==> config.mk <==
export PLATFORM = sky130hd
export DESIGN_NAME = usb_tx_sequencer
export DESIGN_NICKNAME = d
export VERILOG_FILES = /design/src/rtl/usb_tx_pkg.sv /design/src/rtl/usb_tx_sequencer_bytecnt.sv /design/src/rtl/usb_tx_sequencer.sv
export SDC_FILE = /design/constraint.sdc
export NUM_CORES = 1
export LEC_CHECK = 0
export CORE_MARGIN = 3
export CORE_UTILIZATION = 47
export DETAILED_ROUTE_END_ITERATION = 16
export PLACE_DENSITY = 0.8
export SYNTH_ARGS = -nofsm -noshare
export SYNTH_HDL_FRONTEND = slang
export SYNTH_SLANG_ARGS = --single-unit
==> constraint.sdc <==
create_clock -name clk -period 2.4 [get_ports clk]
set_input_delay 0.36 -clock clk [delete_from_list [all_inputs] [get_ports clk]]
set_output_delay 0.36 -clock clk [all_outputs]
set_load 0.01 [all_outputs]
==> src/rtl/usb_tx_pkg.sv <==
// usb_tx_pkg: shared state encoding, PID and framing constants for the USB TX sequencer.
// Optional feature macro used by the sequencer: USB_TX_UNDERRUN_ABORT_EN.
package usb_tx_pkg;

    typedef enum logic [2:0] {
        IDLE,
        SYNC,
        PID,
        DATA,
        CRCL,
        CRCH,
        EOP,
        DONE
    } state_t;

    localparam logic [7:0] SYNC_BYTE = 8'h80;
    localparam int         EOP_BITS  = 3;

    localparam logic [3:0] ACK   = 4'b0010;
    localparam logic [3:0] NAK   = 4'b1010;
    localparam logic [3:0] STALL = 4'b1110;
    localparam logic [3:0] DATA0 = 4'b0011;
    localparam logic [3:0] DATA1 = 4'b1011;

    function automatic logic is_data_pid(input logic [3:0] pid);
        return pid[1:0] == 2'b11;
    endfunction

    function automatic logic [7:0] pid_byte(input logic [3:0] pid);
        return {~pid, pid};
    endfunction

endpackage

==> src/rtl/usb_tx_sequencer_bytecnt.sv <==
// usb_tx_bytecnt: loadable down-counter of payload bytes still to be loaded.
// Saturates at zero; zero flag tells the sequencer the payload is exhausted.
module usb_tx_bytecnt #(
    parameter int CW = 7
) (
    input  logic          clk,
    input  logic          rst,
    input  logic          load,
    input  logic [CW-1:0] load_val,
    input  logic          dec,
    output logic [CW-1:0] count,
    output logic          zero
);

    assign zero = (count == '0);

    // load at packet start, step down once per payload byte loaded
    always_ff @(posedge clk) begin
        if (rst) begin
            count <= '0;
        end else if (load) begin
            count <= load_val;
        end else if (dec && !zero) begin
            count <= count - CW'(1);
        end
    end

endmodule

==> src/rtl/usb_tx_sequencer.sv <==
// usb_tx_sequencer: paces SYNC, PID, payload, CRC16 and EOP on the bit timer strobes.
// Define USB_TX_UNDERRUN_ABORT_EN to abort to EOP on FIFO underrun instead of padding 00.
module usb_tx_sequencer
    import usb_tx_pkg::*;
#(
    parameter  int MAXPKT = 64,
    localparam int CW     = $clog2(MAXPKT + 1)
) (
    input  logic          clk,
    input  logic          rst,
    input  logic          tx_start,
    input  logic [3:0]    tx_pid,
    input  logic [CW-1:0] tx_len,
    input  logic          fifo_empty,
    input  logic [7:0]    fifo_rdata,
    output logic          fifo_rd,
    input  logic          clk12,
    input  logic          bytecomplete,
    input  logic [15:0]   crc_in,
    output logic          timer_en,
    output logic          load_byte,
    output logic [7:0]    tx_byte,
    output logic          crc_clear,
    output logic          crc_en,
    output logic          eop_en,
    output logic          tx_busy,
    output logic          tx_done,
    output logic          tx_error
);

    localparam logic [1:0] EOP_LAST = 2'(EOP_BITS - 1);

    state_t      state, nxt;
    logic [3:0]  pid_q;
    logic [1:0]  eop_cnt;
    logic [CW-1:0] remaining;
    logic        cnt_zero, cnt_load, cnt_dec;
    logic        boundary, data_step, pop;
    logic        ld_n, clr_n, crcen_n;
    logic [7:0]  byte_n;
`ifdef USB_TX_UNDERRUN_ABORT_EN
    logic        err_n, err_q;
`endif

    usb_tx_bytecnt #(.CW(CW)) u_bytecnt (
        .clk      (clk),
        .rst      (rst),
        .load     (cnt_load),
        .load_val (tx_len),
        .dec      (cnt_dec),
        .count    (remaining),
        .zero     (cnt_zero)
    );

    assign boundary = timer_en && clk12 && bytecomplete;
    assign timer_en = (state != IDLE) && (state != DONE);
    assign tx_busy  = (state != IDLE);
    assign eop_en   = (state == EOP);
    assign tx_done  = (state == DONE);
    assign fifo_rd  = pop && !rst;
`ifdef USB_TX_UNDERRUN_ABORT_EN
    assign tx_error = err_q;
`else
    assign tx_error = 1'b0;
`endif

    // next state and the byte/CRC controls to register for the next cycle
    always_comb begin
        nxt       = state;
        ld_n      = 1'b0;
        byte_n    = 8'h00;
        clr_n     = 1'b0;
        crcen_n   = 1'b0;
        pop       = 1'b0;
        cnt_load  = 1'b0;
        cnt_dec   = 1'b0;
        data_step = 1'b0;
`ifdef USB_TX_UNDERRUN_ABORT_EN
        err_n     = 1'b0;
`endif
        unique case (state)
            IDLE: if (tx_start) begin
                nxt      = SYNC;
                ld_n     = 1'b1;
                byte_n   = SYNC_BYTE;
                clr_n    = 1'b1;
                cnt_load = 1'b1;
            end
            SYNC: if (boundary) begin
                nxt    = PID;
                ld_n   = 1'b1;
                byte_n = pid_byte(pid_q);
            end
            PID: if (boundary) begin
                if (!is_data_pid(pid_q)) begin
                    nxt = EOP;
                end else if (cnt_zero) begin
                    nxt    = CRCL;
                    ld_n   = 1'b1;
                    byte_n = crc_in[7:0];
                end else begin
                    data_step = 1'b1;
                end
            end
            DATA: if (boundary) begin
                if (cnt_zero) begin
                    nxt    = CRCL;
                    ld_n   = 1'b1;
                    byte_n = crc_in[7:0];
                end else begin
                    data_step = 1'b1;
                end
            end
            CRCL: if (boundary) begin
                nxt    = CRCH;
                ld_n   = 1'b1;
                byte_n = crc_in[15:8];
            end
            CRCH: if (boundary) nxt = EOP;
            EOP:  if (clk12 && eop_cnt == EOP_LAST) nxt = DONE;
            DONE: nxt = IDLE;
            default: nxt = IDLE;
        endcase

        if (data_step) begin
`ifdef USB_TX_UNDERRUN_ABORT_EN
            if (fifo_empty) begin
                nxt   = EOP;
                err_n = 1'b1;
            end else begin
                nxt     = DATA;
                ld_n    = 1'b1;
                byte_n  = fifo_rdata;
                crcen_n = 1'b1;
                pop     = 1'b1;
                cnt_dec = 1'b1;
            end
`else
            nxt     = DATA;
            ld_n    = 1'b1;
            byte_n  = fifo_empty ? 8'h00 : fifo_rdata;
            crcen_n = 1'b1;
            pop     = !fifo_empty;
            cnt_dec = 1'b1;
`endif
        end
    end

    // state, captured PID, EOP bit counter and registered pulse outputs
    always_ff @(posedge clk) begin
        if (rst) begin
            state     <= IDLE;
            pid_q     <= 4'h0;
            eop_cnt   <= 2'd0;
            load_byte <= 1'b0;
            tx_byte   <= 8'h00;
            crc_clear <= 1'b0;
            crc_en    <= 1'b0;
`ifdef USB_TX_UNDERRUN_ABORT_EN
            err_q     <= 1'b0;
`endif
        end else begin
            state     <= nxt;
            load_byte <= ld_n;
            crc_clear <= clr_n;
            crc_en    <= crcen_n;
`ifdef USB_TX_UNDERRUN_ABORT_EN
            err_q     <= err_n;
`endif
            if (ld_n) tx_byte <= byte_n;
            if (state == IDLE && tx_start) pid_q <= tx_pid;
            if (state != EOP) eop_cnt <= 2'd0;
            else if (clk12) eop_cnt <= eop_cnt + 2'd1;
        end
    end

endmodule

==> summary.txt <==
WHS: 490 ps
Post-route minimum period: 2310 ps
Post-Layout Cell Count: 334
Met2 wire len: 2480 um
Drt pass-1 iters: 4
DR top layer: met4
CTS root buf: clkbuf_8
RSZ-0062 raised after global routing: false
Gr usage total: 0.212
Hold Vio Cnt, Final: 0
Status: completed
Critical path capture point type: primary output
Reg clk slew, reported paths: 100 ps
Startpoint Class: register
Post-Synthesis Cells: 232
Port buffer count: 56
Vias in the first global route: 1,817
Leakage: 0.000910 uW
Yosys warning count: 0
Final setup violation count: 0
Final GP Congestion: 0.850
Worst relative slew slack: 0.662
FMAX: 433 MHz
Kind of critical path: register to primary output
Vias/cell: 5.93
Power density cells: 663 mW/mm^2
Seq cells post-synth: 27
Final slew viol count: 0
Ys flop type: dfxtp_1
Max-cap check violation count: 0
Total CTS buffers: 3
I/O Pins: 58
Top cell family by delay on the critical path: simple AND/OR/NAND/NOR gates
Worst Path Buf+Inv: 1
H-Tree Depth: 1
DP HPWL: 3800 um
Syn_area_per_cell: 8.15 um^2
Distinct cell type count after synthesis: 55
HP Class: register to register
CTS tree: built
Longest Clk Path Bufs: 2
Met3 Wirelength: 317 um
Seq/Total Area, Yosys: 0.286
Share of layout cells above drive strength 1: 0.157
Routed length per placed instance: 15.5 um
DIE HEIGHT: 69.4 um
Post-route ant nets: 0
EDFF count, synth: 0
Met1 wire length: 2350 um
Ordered list of cells on the worst path: or4_4 -> o211a_4 -> nand2_1 -> nor3_1 -> dlygate4sd2_1
Antenna diode count: 0
DIE WIDTH: 69.4 um
Fillcell total: 334
Post-synth ARST share: 0
Synthesized area: 0.00189 mm^2
DRC Markers: 0
Worst slew pin tran: 505 ps
Total negative slack: 0 ps
Core area: 0.00377 mm^2
Fin nets: 331
Cell row count: 22
CP arrival: 1950 ps
Initial core utilization: 0.502
Largest net degree at the start of global routing: 34
Iter 0 DRT Violations: 130
Total gr overflow: 0
Fin crit share: 0.963
Initial antenna violation count: 0
Critical path's largest stage delay: 590 ps
Synth-to-layout area growth: 36.6%
Setup Buffers After CTS: 0
Die area: 0.00482 mm^2
Total clock sinks: 27
CP max-delay cell: or4_4
CP Max Fanout: 6
Worst skew pair latency: 280 ps
Global-route wire length before repair: 8480 um
Drt total wl: 5170 um
Critical Path RT: 2040 ps
Syn_nets: 276
Dpl cells: 330
Final Skew: 3.04 ps
Via count: 1,981
Peak supply drop: 0.000584 V
[path summary, 6_finish.rpt]
| check | start | end | slack, ps | cells past startpoint |
|---|---|---|---|---|
| worst max-delay path | u_bytecnt.count[4] | fifo_rd | 90 | 5 |
| worst max register to register | u_bytecnt.count[4] | u_bytecnt.count[3] | 400 | 5 |
| worst min register to register | pid_q[2] | pid_q[2] | 490 | 2 |
| worst min-delay path | pid_q[2] | pid_q[2] | 490 | 2 |
[routing by layer]
metal  track usage  vias to the layer above
met5             0                        -
met4        0.0325                        0
met3        0.0464                        4
met2         0.355                       77
met1         0.285                      921
li1              -                      979
[registers in the layout, summed over array words and instances (netlist names)]
signal,count
load_byte,1
crc_clear,1
pid_q,4
eop_cnt,2
crc_en,1
u_bytecnt.count,7
state,3
tx_byte,8
[kinds of logic after synthesis]
kind of cell | share of synthesized area
flops | 0.286
other cells | 0.00198
simple gates | 0.325
xor+xnor | 0.00463
compound gates | 0.292
buf+inv | 0.0708
fa+ha+maj | 0.0198
[per-stage QoR]
step	setup WS (ps)	cell area, um^2	total power (uW)	utilization
after floorplan	534	1890	1120	-
after global placement	205	2540	1420	0.673
after detailed placement	188	2540	1440	0.673
after CTS	101	2580	1720	0.685
after global routing	29.6	2580	1820	0.685
final	89.9	2580	1710	0.685
[Yosys cell counts (all sizes together) (3+ instances only)]
master | instances | area share
dfxtp | 27 | 0.29
nand2 | 19 | 0.038
nor2 | 18 | 0.036
clkbuf | 16 | 0.032
a21oi | 14 | 0.037
nand3b | 12 | 0.048
nor3 | 12 | 0.034
a311oi | 11 | 0.081
and3 | 10 | 0.033
nand4 | 10 | 0.033
inv | 8 | 0.016
o211ai | 8 | 0.047
o21ai | 8 | 0.021
buf | 7 | 0.023
nor4 | 6 | 0.023
o31a | 5 | 0.023
ha | 3 | 0.020
or3b | 3 | 0.014
[area by class of cell]
cell class	instances	area [um^2]	area share
clock buffers	3	41.3	0.0160
clock inverters	1	7.51	0.00291
inverters	8	30.0	0.0116
multi-input cells	174	1220	0.471
flip-flops and latches	27	541	0.209
well taps	48	60.1	0.0232
repair buffers	73	687	0.266
[worst min-delay path, delay by kind of cell (launching register included)]
family | cells | cell delay [ps]
AND/OR/NAND/NOR | 1 | 60
flip-flops | 1 | 340
AO/OA/AOI/OAI | 1 | 50
[repair_timing]
action	CTS	global route
endpoints found under the setup margin	1	0
gates resized for setup	1	0
hold buffers	0	0
[cell usage in the layout (no fill, tap or decap), types with 2 or more instances in the layout]
master	count
clkbuf_8	3
clkdlybuf4s50_1	55
nor3_1	11
and3_1	10
nor2_1	18
buf_4	17
or3b_2	3
or3_1	2
a311oi_1	2
nand3b_1	12
inv_1	8
nand4_1	10
nor2b_1	2
o31ai_1	2
a31oi_1	2
o21ai_1	3
nand2b_1	2
nor4_1	5
a21oi_1	14
o211ai_1	4
nand2_1	19
a311oi_2	9
nand3_1	2
o211ai_2	3
o31a_1	5
ha_1	3
dfxtp_1	27
o21ai_0	5
[power by group]
group / switching (uW) / internal, uW
clock network: 161 / 118
logic: 440 / 416
registers: 53.5 / 524
total: 654 / 1060
Power figures use the tool's default switching activity.
